--- config.mk ---
export PLATFORM = sky130hd
export DESIGN_NAME = pu_io_req_master
export DESIGN_NICKNAME = d
export VERILOG_FILES = /design/src/rtl/pu_io_req_master_pkg.sv /design/src/rtl/sfifo2f_fo.sv /design/src/rtl/pu_io_req_master.sv
export SDC_FILE = /design/constraint.sdc
export NUM_CORES = 1
export LEC_CHECK = 0
export ABC_AREA = 1
export BUFFER_PORTS_ARGS = -buffer_cell sky130_fd_sc_hd__buf_4
export CAP_MARGIN = 10
export CORE_MARGIN = 1
export CORE_UTILIZATION = 30
export DETAILED_ROUTE_END_ITERATION = 16
export GPL_ROUTABILITY_DRIVEN = 1
export SLEW_MARGIN = 10
export SYNTH_ARGS = -nofsm -noshare
export SYNTH_HDL_FRONTEND = slang
export SYNTH_SLANG_ARGS = --single-unit
--- constraint.sdc ---
create_clock -name clk -period 2.35 [get_ports clk]
set_input_delay 0.235 -clock clk [delete_from_list [all_inputs] [get_ports clk]]
set_output_delay 0.235 -clock clk [all_outputs]
set_load 0.02 [all_outputs]
--- src/rtl/pu_io_req_master_pkg.sv ---
// Shared types and widths for the PU I/O read-request master.
package pu_io_req_master_pkg;

  localparam int unsigned PU_WIDTH_NBITS = 16;
  localparam int unsigned PU_ADDR_NBITS  = 32;

  typedef struct packed {
    logic [PU_ADDR_NBITS-1:0] addr;
    logic [1:0]               size;
  } io_type;

endpackage

--- src/rtl/sfifo2f_fo.sv ---
// Two-entry synchronous FIFO with fall-through output; push+pop while full is allowed.
module sfifo2f_fo #(
  parameter int unsigned DW = 8
) (
  input  logic          clk,
  input  logic          rstn,
  input  logic          i_push,
  input  logic [DW-1:0] i_din,
  input  logic          i_pop,
  output logic [DW-1:0] o_dout,
  output logic          o_full,
  output logic          o_empty
);

  logic [DW-1:0] r_mem [2];
  logic          r_wr_ptr;
  logic          r_rd_ptr;
  logic [1:0]    r_cnt;
  logic          w_push;
  logic          w_pop;

  assign w_pop   = i_pop && (r_cnt != 2'd0);
  assign w_push  = i_push && ((r_cnt != 2'd2) || w_pop);
  assign o_dout  = r_mem[r_rd_ptr];
  assign o_full  = (r_cnt == 2'd2);
  assign o_empty = (r_cnt == 2'd0);

  always_ff @(posedge clk or negedge rstn) begin
    if (!rstn) begin
      r_mem[0] <= '0;
      r_mem[1] <= '0;
      r_wr_ptr <= 1'b0;
      r_rd_ptr <= 1'b0;
      r_cnt    <= 2'd0;
    end else begin
      if (w_push) begin
        r_mem[r_wr_ptr] <= i_din;
        r_wr_ptr        <= ~r_wr_ptr;
      end
      if (w_pop) r_rd_ptr <= ~r_rd_ptr;
      case ({w_push, w_pop})
        2'b10:   r_cnt <= r_cnt + 2'd1;
        2'b01:   r_cnt <= r_cnt - 2'd1;
        default: r_cnt <= r_cnt;
      endcase
    end
  end

endmodule

--- src/rtl/pu_io_req_master.sv ---
// Queues core reads and issues them one at a time to the memory responder,
// with an optional acknowledge timeout and a count of discarded late acks.
module pu_io_req_master
  import pu_io_req_master_pkg::*;
#(
  parameter int unsigned WIDTH_NBITS = PU_WIDTH_NBITS,
  parameter int unsigned TMO_NBITS   = 16
) (
  input  logic                   clk,
  input  logic                   rstn,
  input  logic                   core_rd,
  input  io_type                 core_cmd,
  output logic                   core_ready,
  output logic                   io_req,
  output io_type                 io_cmd,
  input  logic                   io_ack,
  input  logic [WIDTH_NBITS-1:0] io_ack_data,
  output logic                   core_rvalid,
  output logic [WIDTH_NBITS-1:0] core_rdata,
  output logic                   core_rerr,
  input  logic [TMO_NBITS-1:0]   cfg_timeout,
  output logic [7:0]             stale_ack_cnt
);

  typedef enum logic [1:0] {
    ST_IDLE    = 2'd0,
    ST_ISSUE   = 2'd1,
    ST_WAIT    = 2'd2,
    ST_QUIESCE = 2'd3
  } state_t;

  state_t                 r_state;
  state_t                 w_next_state;
  io_type                 r_io_cmd;
  io_type                 w_q_head;
  logic                   r_io_req;
  logic                   r_rvalid;
  logic [WIDTH_NBITS-1:0] r_rdata;
  logic                   r_rerr;
  logic [TMO_NBITS-1:0]   r_tmo_cnt;
  logic [7:0]             r_stale_cnt;
  logic                   w_q_full;
  logic                   w_q_empty;
  logic                   w_push;
  logic                   w_pop;
  logic                   w_tmo_exp;
  logic                   w_cpl_ok;
  logic                   w_cpl_err;
  logic                   w_stale;
  logic                   w_tmo_clr;

  assign core_ready    = ~w_q_full;
  assign w_push        = core_rd && ~w_q_full;
  assign io_req        = r_io_req;
  assign io_cmd        = r_io_cmd;
  assign core_rvalid   = r_rvalid;
  assign core_rdata    = r_rdata;
  assign core_rerr     = r_rerr;
  assign stale_ack_cnt = r_stale_cnt;
  assign w_tmo_exp     = (cfg_timeout != '0) &&
                         (r_tmo_cnt == (cfg_timeout - TMO_NBITS'(1)));

  sfifo2f_fo #(
    .DW ($bits(io_type))
  ) u_cmd_q (
    .clk     (clk),
    .rstn    (rstn),
    .i_push  (w_push),
    .i_din   (core_cmd),
    .i_pop   (w_pop),
    .o_dout  (w_q_head),
    .o_full  (w_q_full),
    .o_empty (w_q_empty)
  );

  always_ff @(posedge clk or negedge rstn) begin
    if (!rstn) r_state <= ST_IDLE;
    else       r_state <= w_next_state;
  end

  always_comb begin
    w_next_state = r_state;
    case (r_state)
      ST_IDLE:    if (!w_q_empty) w_next_state = ST_ISSUE;
      ST_ISSUE:   w_next_state = ST_WAIT;
      ST_WAIT: begin
        // An ack coinciding with expiry takes priority over the timeout.
        if (io_ack)         w_next_state = ST_IDLE;
        else if (w_tmo_exp) w_next_state = ST_QUIESCE;
      end
      ST_QUIESCE: if (io_ack || w_tmo_exp) w_next_state = ST_IDLE;
      default:    w_next_state = ST_IDLE;
    endcase
  end

  always_comb begin
    w_pop     = 1'b0;
    w_cpl_ok  = 1'b0;
    w_cpl_err = 1'b0;
    w_stale   = 1'b0;
    w_tmo_clr = 1'b0;
    case (r_state)
      ST_IDLE: begin
        w_pop     = ~w_q_empty;
        w_stale   = io_ack;
        w_tmo_clr = 1'b1;
      end
      ST_ISSUE: begin
        w_stale   = io_ack;
        w_tmo_clr = 1'b1;
      end
      ST_WAIT: begin
        w_cpl_ok  = io_ack;
        w_cpl_err = ~io_ack && w_tmo_exp;
        w_tmo_clr = ~io_ack && w_tmo_exp;
      end
      ST_QUIESCE: w_stale = io_ack;
      default:    w_tmo_clr = 1'b1;
    endcase
  end

  // Registered datapath: request pulse, command hold, completion and counters.
  always_ff @(posedge clk or negedge rstn) begin
    if (!rstn) begin
      r_io_req    <= 1'b0;
      r_io_cmd    <= '0;
      r_rvalid    <= 1'b0;
      r_rdata     <= '0;
      r_rerr      <= 1'b0;
      r_tmo_cnt   <= '0;
      r_stale_cnt <= 8'd0;
    end else begin
      r_io_req <= w_pop;
      if (w_pop) r_io_cmd <= w_q_head;
      r_rvalid <= w_cpl_ok || w_cpl_err;
      r_rdata  <= w_cpl_ok ? io_ack_data : '0;
      r_rerr   <= w_cpl_err;
      if (w_tmo_clr)                      r_tmo_cnt <= '0;
      else if (r_tmo_cnt != {TMO_NBITS{1'b1}}) r_tmo_cnt <= r_tmo_cnt + TMO_NBITS'(1);
      if (w_stale && (r_stale_cnt != 8'hFF)) r_stale_cnt <= r_stale_cnt + 8'd1;
    end
  end

endmodule
# Word-level counts from Yosys, hierarchy flattened
# Cells that the tools add are included.
totals:
  register_bits: 151
  inputBits: 70
  out_inout_bits: 62
  word_cells: 81
op_classes:
  addsub: 5
  magnitude_cmp: 3
  eq_ne: 13
  muxes: 20
  bitwise_logic: 7
  reduce_logical: 19
ops:
  columns: ["operator", "n"]
  rows:
  - ["two-way mux 34 bit", 4]
  - ["bitwise mux 68 bit", 1]
  - ["two-way mux 16 bit", 3]
  - ["demux 34 bit (select 1 bit)", 1]
  - ["adder 16 x 1 -> 16 bit, second input constant", 1]
  - ["equality test 16 bit", 1]
  - ["!= test 16 bit, second input constant", 1]
  - ["nonzero test 16 bit", 1]
  - ["subtractor 16 x 1 -> 16 bit, second input constant", 1]
  - ["adder 8 x 1 -> 8 bit, second input constant", 1]
  - ["equality test 2 bit, second input constant", 4]
  - ["two-way mux 2 bit", 4]
  - ["!= test 8 bit, second input constant", 1]
  - ["case mux 2 bit (4 select lines)", 1]
  - ["logical AND 1 bit", 7]
  - ["!= test 2 bit, second input constant", 3]
  - ["nonzero test 2 bit", 3]
  - ["NOT 1 bit", 5]
  - ["equality test 2 x 1 -> 1 bit, second input constant", 2]
  - ["greater-or-equal comparator 2 bit, second input constant", 2]
  - ["logical NOT 2 bit", 2]
  - ["two-way mux 1 bit", 4]
  - ["NOT 1 -> 2 bit", 2]
  - ["case mux 2 bit (2 select lines)", 1]
  - ["other kinds (9)", 11]

# Logic depth before layout (Yosys ltp)
# Gate-level depths: netlist of the first run.
depth:
  ltp_word: 8
  depth_mapped: 15
  ltp_nobuf: 15

# Modules after synthesis
# A second synthesis of the first run with hierarchy kept.
unflattened:
  cells_unflattened: 930
  hier_area_um2: 7419.6
by_module_without_submodules:
  columns: ["mod", "instances", "cells_per_inst", "area_per_inst_um2", "seq_area_each_um2"]
  rows:
  - ["pu_io_req_master", 1, 538, 4240.3, 1976.9]
  - ["sfifo2f_fo", 1, 392, 3179.3, 1801.7]

# Worst setup path after synthesis of the first run
# OpenSTA, ideal clock, no wires.
synth_path:
  kind: "reg-to-reg"
  startpoint: "register r_state[1]"
  endpoint: "register u_cmd_q.r_cnt[1]"
  setup_time_ns: 0.131
  arrival_time_ns: 1.778
  required_time_ns: 2.219
  setup_slack_ns: 0.441
  stages_incl_launch_ff: 10
  n_path_buf: 2
  period_less_slack_ns: 1.909
  cell_sequence: "dfrtp_1 -> clkbuf_1 -> nor2_1 -> o21ai_0 -> clkinv_1 -> clkbuf_1 -> ha_1 -> a21oi_1 -> o21ai_0 -> xor2_1"
synth_between:
  elab_chain_len: 7
  elab_cells_between_ends: 9
  cone_classes: "eq/ne (2); mux (2); reduce/logical (5)"
synth_rtl:
  columns: ["element", "line", "source"]
  rows:
  - ["from (decl)", "pu_io_req_master.sv:32", "state_t r_state;"]
  - ["from (signal assigned)", "pu_io_req_master.sv:78", "else r_state <= w_next_state;"]
  - ["logical NOT 2 bit *", "pu_io_req_master.sv:102", "case (r_state)"]
  - ["two-way mux 1 bit *", "pu_io_req_master.sv:102", null]
  - ["named net u_cmd_q.i_pop", "sfifo2f_fo.sv:9", "input logic i_pop,"]
  - ["logical AND 1 bit *", "sfifo2f_fo.sv:22", "assign w_pop = i_pop && (r_cnt != 2'd0);"]
  - ["logical OR 1 bit", "sfifo2f_fo.sv:23", "assign w_push = i_push && ((r_cnt != 2'd2) || w_pop);"]
  - ["logical AND 1 bit", "sfifo2f_fo.sv:23", null]
  - ["equality test 2 x 1 -> 1 bit or equality test 2 bit (tied branches)", "sfifo2f_fo.sv:41", "case ({w_push, w_pop})"]
  - ["case mux 2 bit (2 select lines) or nonzero test 2 bit (tied branches)", null, null]
  - ["to (signal assigned)", "sfifo2f_fo.sv:42", "2'b10: r_cnt <= r_cnt + 2'd1;"]
  - ["to (signal assigned)", "sfifo2f_fo.sv:43", "2'b01: r_cnt <= r_cnt - 2'd1;"]
  - ["to (signal assigned)", "sfifo2f_fo.sv:44", "default: r_cnt <= r_cnt;"]
  - ["to (decl)", "sfifo2f_fo.sv:18", "logic [1:0] r_cnt;"]
# The timed path passes the listed nets; every way through them passes the cells marked *.
# A chain may end at the register's enable or synchronous reset.

# Final worst setup path of the first run
layout_path:
  startpoint: "register r_tmo_cnt[0]"
  endpoint: "register r_tmo_cnt[13]"
layout_between:
  elab_chain_len: 5
  elab_cells_between_ends: 9
  cone_classes: "add/sub (1); eq/ne (2); mux (3); reduce/logical (3)"
layout_rtl:
  columns: ["element", "line", "source"]
  rows:
  - ["from (decl)", "pu_io_req_master.sv:40", "logic [TMO_NBITS-1:0] r_tmo_cnt;"]
  - ["from (signal assigned)", "pu_io_req_master.sv:139", "else if (r_tmo_cnt != {TMO_NBITS{1'b1}}) r_tmo_cnt <= r_tmo_cnt + TMO_NBITS'(1);"]
  - ["branches (longest 5 deep; another with adder 16 x 1 -> 16 bit)", null, null]
# Parallel ways; which one is timed is not known. The select of a mux whose other input is x is not followed.

==> impl_metrics.py, run 1 <==
metrics = {
    "setup_path": {
        "slowest_delay_ns": 0.48,
        "crit_family": "simple AND/OR/NAND/NOR gates",
        "regToRegStartpoint": "r_tmo_cnt[0]",
        "critPathLaunch": "r_tmo_cnt[0]",
        "cp.required_ns": 2.70,
        "rrSetupSlack_ns": 0.33,
        "path_max_fanout": 10,
        "crit_path_end": "r_tmo_cnt[13]",
        "crit_chain": "ha_1 > nand3_1 > or4_1 > nor4_2 > nand3_2 > nand2_1",
        "r2r_end": "r_tmo_cnt[13]",
        "cp-end-kind": "flip-flop",
        "crit_arrival_ns": 2.37,
        "start_kind": "flip-flop",
        "crit_path_top_delay_cell": "or4_1",
        "worst-path-stages": 6,
        "worst-path-buf-inv": 0,
        "r2r_cells": 6,
        "crit_type": "flip-flop to flip-flop",
    },
    "clock_tree": {
        "htreeDepth": 4,
        "cts_tree": "built",
        "post_cts_buffers": 0,
        "cts_sinks": 151,
        "cts.repair.resized": 0,
        "clk_pin_slew_ns": 0.07,
        "clock_latency_ns": 0.42,
        "holdBufCountCts": 3,
        "cts.path.max_buffers": 2,
        "root_buffer": "clkbuf_16",
        "cts_buffers": 17,
    },
    "timing": {
        "relSlewSlack": 0.553,
        "finalHoldViolations": 0,
        "fin_hold_ws_ns": 0.0258,
        "rsz0062_at_grt": "false",
        "slew_viol_final": 0,
        "setup-violations-final": 0,
        "finalSetupTns_ns": 0,
        "tightest_slew_ns": 0.669,
        "max_freq_mhz": 496,
        "min_period_ns": 2.02,
        "clock_skew_ns": 0.0100,
        "post-route-period-util": 0.858,
    },
    "drt": {
        "dr.first_iter.drc_count": 270,
        "viasPerCell": 4.40,
        "totalWireLength_um": 17100,
        "antenna_left": 0,
        "routedWlPerCell_um": 12.9,
        "vias": 5795,
        "drc": 0,
        "firstDrtPassIters": 4,
    },
    "logic_synthesis": {
        "synthArstFlopShare": 1.00,
        "synthTopCellsByCount": "nand2_1, dfrtp_1, nor2_1",
        "synth_cells": 863,
        "synth-seq-cells": 151,
        "synth_top_area_cell": "dfrtp_1",
        "synth_top_area_share": 0.532,
        "synthesis.nets": 938,
        "synth_most_common_cell": "nand2_1",
        "yosys-top-cells-area": "dfrtp_1, nand2_1, nor2_1",
        "ys.flop_type": "dfrtp_1",
        "ys_seq_area_frac": 0.532,
        "yosysUniqueCellTypes": 36,
        "synth_area_mm2": 0.00710,
        "synth_edf_count": 0,
        "avgSynthCellArea_um2": 8.22,
        "yosysWarnings": 0,
    },
    "final_layout": {
        "final_nets": 1067,
        "syn_to_final_growth_pct": 28.2,
        "stdcell_area_mm2": 0.00910,
        "drive_gt1_frac": 0.203,
        "num_antenna_cells": 0,
        "utilization": 0.397,
    },
    "placed_design": {
        "dp_hpwl_um": 11900,
        "io_buffers": 131,
        "placed_area_mm2": 0.00845,
        "gp_congestion": 0.914,
    },
    "power": {
        "p_per_area_mw_per_mm2": 1230,
        "power_frac_comb": 0.360,
        "swShare": 0.383,
        "p_leak_nw": 4.62,
        "clkPwrFrac": 0.254,
        "intPower_mw": 6.88,
        "ir_worst_vdd_mv": 0.612,
        "switchingPower_mw": 4.28,
        "p_seq_frac": 0.386,
        "p_total_mw": 11.2,
    },
    "global_route": {
        "grt_pass1_wl_um": 28700,
        "overflow": 0,
        "antenna_found_initial": 0,
        "grt_usage": 0.152,
        "grt_max_degree": 64,
        "grt_pass1_vias": 5813,
    },
    "worst_hold_path": {
        "hold_class": "input port to flip-flop",
    },
    "job": {
        "max_cap_violations": 0,
    },
    "floorplan": {
        "dieWidth_um": 156,
        "ioPinCount": 132,
        "chipHeight_um": 156,
        "die-area_mm2": 0.0243,
        "start_util": 0.310,
        "core_area_mm2": 0.0229,
        "rows": 55,
    },
    "status": {
        "status": "completed",
    },
}
[worst min path at each step]
stage               startpoint          endpoint  slack [ns]  depth (start not counted)
3_5_place_dp              rstn  stale_ack_cnt[4]        0.27                          1
4_1_cts        io_ack_data[12]    core_rdata[12]      0.0003                          3
5_1_grt         io_ack_data[8]     core_rdata[8]       0.007                          3
2_1_floorplan             rstn     core_rdata[0]       -0.06                          0
3_3_place_gp              rstn  stale_ack_cnt[4]        0.27                          1
6_report       io_ack_data[11]    core_rdata[11]        0.03                          3
[final cells by class]
cell class,instances,area (um2)
fillers,2346,13800
repair buffers,148,1150
well taps,313,392
clock buffers,18,439
flip-flops and latches,151,3780
multi-input cells,579,2810
inverters,95,357
clock inverters,14,180
[logic make-up after synthesis]
group	synth area share
AO/OA/AOI/OAI	0.0841
XOR/XNOR	0.0464
adder cells (fa/ha/maj)	0.00881
buffers and inverters	0.0726
flip-flops	0.532
multiplexers	0.00300
AND/OR/NAND/NOR	0.253
[metal layers]
layer / global-route usage / vias to the layer above / wire length [um]
met2: 0.258 / 114 / 8200
li1: - / 2974 / -
met3: 0.0486 / 16 / 976
met1: 0.182 / 2691 / 7680
met4: 0.0472 / 0 / 202
met5: 0 / - / 0
[sequential cells by signal, summed over array words and instances (netlist names)]
signal,count
u_cmd_q.r_mem,68
r_tmo_cnt,16
r_state,2
u_cmd_q.r_wr_ptr,1
u_cmd_q.r_cnt,2
core_rerr,1
io_cmd,34
stale_ack_cnt,8
u_cmd_q.r_rd_ptr,1
core_rvalid,1
core_rdata,16
io_req,1
[per-stage QoR]
step / instances / setup slack (ns)
finish: 1318 / 0.333
global route: 1318 / 0.173
CTS: 1318 / 0.361
detailed placement: 1283 / 0.195
global placement: 1283 / 0.238
floorplan: 863 / 0.441
[power by group through the flow]
stage          sequential [mW]  clock (mW)  combinational (mW)
3_5_place_dp              4.34           0                4.10
6_report                  4.31        2.83                4.02
4_1_cts                   4.31        2.92                4.12
5_1_grt                   4.46        3.03                4.56
2_1_floorplan             4.73           0                2.11
3_3_place_gp              4.32           0                4.03
[worst reg2reg max path, cell delays in order, from the launching register on]
cell and delay (ns):
dfrtp_1 0.47, ha_1 0.25, nand3_1 0.14, or4_1 0.48
nor4_2 0.20, nand3_2 0.27, nand2_1 0.14
[cells in the final DEF, fill, tap and decap left out, types with 2 or more instances in the layout]
master / count
a21oi_1: 2
a31oi_1: 34
buf_12: 2
buf_4: 142
bufinv_16: 2
clkbuf_16: 17
clkinvlp_4: 2
dfrtp_1: 151
dlygate4sd3_1: 3
ha_1: 5
inv_1: 93
inv_6: 4
inv_8: 4
nand2_1: 248
nand2_2: 2
nand3_1: 39
nand3_2: 10
nand3b_1: 4
nor2_1: 101
nor2_2: 8
nor3_1: 4
o21ai_0: 72
or2_2: 2
xnor2_1: 11
xor2_1: 24
No activity file was read; power rests on OpenSTA's default activity.
==> run 2, diff against run 1 <==
==> constraint.sdc (replaced) <==
create_clock -name clk -period 2.35 [get_ports clk]
set_input_delay 0 -clock clk [delete_from_list [all_inputs] [get_ports clk]]
set_output_delay 0 -clock clk [all_outputs]
set_load 0.02 [all_outputs]
==> impl_metrics.py, run 2 (synthesis results as in run 1) <==
metrics = {
    "status": {
        "status": "completed",
    },
    "clock_tree": {
        "cts_buffers": 17,
        "holdBufCountCts": 53,
        "post_cts_buffers": 0,
        "cts_tree": "built",
        "htreeDepth": 4,
        "cts_sinks": 151,
        "cts.repair.resized": 0,
        "cts.path.max_buffers": 2,
        "clock_latency_ns": 0.42,
        "root_buffer": "clkbuf_16",
        "clk_pin_slew_ns": 0.07,
    },
    "global_route": {
        "grt_pass1_vias": 5766,
        "grt_pass1_wl_um": 28800,
        "grt_max_degree": 66,
        "grtUsageMet2": 0.253,
        "antenna_found_initial": 0,
        "gr-usage-met3": 0.0353,
        "overflow": 0,
        "busiest_layer": "met2",
        "grt_usage": 0.152,
        "use_met1": 0.191,
    },
    "final_layout": {
        "final_nets": 1117,
        "largest_reg_flops": 68,
        "syn_to_final_growth_pct": 34.8,
        "num_antenna_cells": 0,
        "instances_no_fill": 1367,
        "final_cell_mix": "nand2_1, dfrtp_1, buf_4",
        "utilization": 0.418,
        "drive_gt1_frac": 0.191,
        "regMostFlops": "u_cmd_q.r_mem",
        "final_common_cell": "nand2_1",
    },
    "drt": {
        "totalWireLength_um": 17200,
        "routedWlPerCell_um": 12.6,
        "firstDrtPassIters": 5,
        "drc": 0,
        "dr.first_iter.drc_count": 307,
        "antenna_left": 0,
        "viasPerCell": 4.35,
        "vias": 5943,
    },
    "timing": {
        "finalSetupTns_ns": 0,
        "post-route-period-util": 0.813,
        "max_freq_mhz": 523,
        "rsz0062_at_grt": "false",
        "setup-violations-final": 0,
        "clock_skew_ns": 0.0145,
        "relSlewSlack": 0.558,
        "tightest_slew_ns": 0.662,
        "finalHoldViolations": 0,
        "min_period_ns": 1.91,
        "slew_viol_final": 0,
    },
    "floorplan": {
        "ioPinCount": 132,
        "start_util": 0.310,
        "core_area_mm2": 0.0229,
        "dieWidth_um": 156,
        "rows": 55,
        "chipHeight_um": 156,
        "die-area_mm2": 0.0243,
    },
    "setup_path": {
        "crit_arrival_ns": 2.25,
        "start_kind": "flip-flop",
        "crit_type": "flip-flop to flip-flop",
        "path_max_fanout": 10,
        "cp.required_ns": 2.69,
        "cp-end-kind": "flip-flop",
    },
    "job": {
        "max_cap_violations": 0,
    },
    "power": {
        "p_per_area_mw_per_mm2": 1160,
        "ir_worst_vdd_mv": 0.620,
        "p_leak_nw": 4.82,
    },
    "placed_design": {
        "dp_hpwl_um": 11700,
        "dp.cells": 1283,
        "io_buffers": 131,
        "gp_congestion": 0.876,
    },
    "worst_hold_path": {
        "hold_class": "input port to async pin",
    },
}
-- run 2: changes by cell type in the layout (fill, tap and decap cells not counted), sizes merged --
| cell | delta |
|---|---|
| clkinvlp | -2 |
| dlygate4sd3 | +50 |
| clkbuf | +2 |
| clkinv | +2 |
| inv | -3 |
-- run 2: power by group --
group / internal (mW) / total, mW / switching [mW] / leakage, nW
clock: 1.61 / 2.72 / 1.10 / 0.288
combinational: 1.62 / 4.08 / 2.46 / 2.65
sequential: 3.68 / 4.31 / 0.629 / 1.88
total: 6.91 / 11.1 / 4.19 / 4.82
-- run 2: metrics by stage --
stage          hold WS, ns  power [mW]  setup WS, ns  cell area, um2
2_1_floorplan       -0.296        6.84         0.441            7100
3_3_place_gp        0.0462        8.36         0.416            8450
3_5_place_dp        0.0397        8.44         0.377            8450
4_1_cts              0.141        11.3         0.409            9570
5_1_grt              0.164        11.9         0.204            9570
6_report             0.139        11.1         0.440            9570
-- run 2: path summary, 6_finish.rpt --
path                                   from                 to  slack (ns)  depth (start not counted)
max in group asynchronous              rstn  u_cmd_q.r_mem[31]        1.52                          3
min reg2reg                u_cmd_q.r_mem[5]   u_cmd_q.r_mem[5]        0.48                          2
min                                    rstn   stale_ack_cnt[5]        0.14                          2
min in group clk             cfg_timeout[2]         r_state[0]        0.17                          6
max reg2reg                    r_tmo_cnt[0]       r_tmo_cnt[2]        0.44                          6
max                            r_tmo_cnt[0]       r_tmo_cnt[2]        0.44                          6
-- run 2: worst max-delay path, cell delays in order, from the launching register on --
cell and delay [ns]:
dfrtp_1 0.44, ha_1 0.24, nand3_1 0.11, or4_1 0.48, nor4_2 0.20, nand3_2 0.25, nand2_1 0.12
-- run 2: layer usage --
layer  part of all wire  wire length, um
met1               0.46             7860
met2               0.48             8300
met3              0.045              773
met4              0.016              273
met5                  0                0
-- run 2: final cells by class --
cell class                      count  area (um2)
Fill cell                        2333       13300
Sequential cell                   151        3780
Multi-Input combinational cell    579        2810
Timing Repair Buffer              198        1650
Clock buffer                       20         447
Tap cell                          313         392
Inverter                           95         357
Clock inverter                     11         138
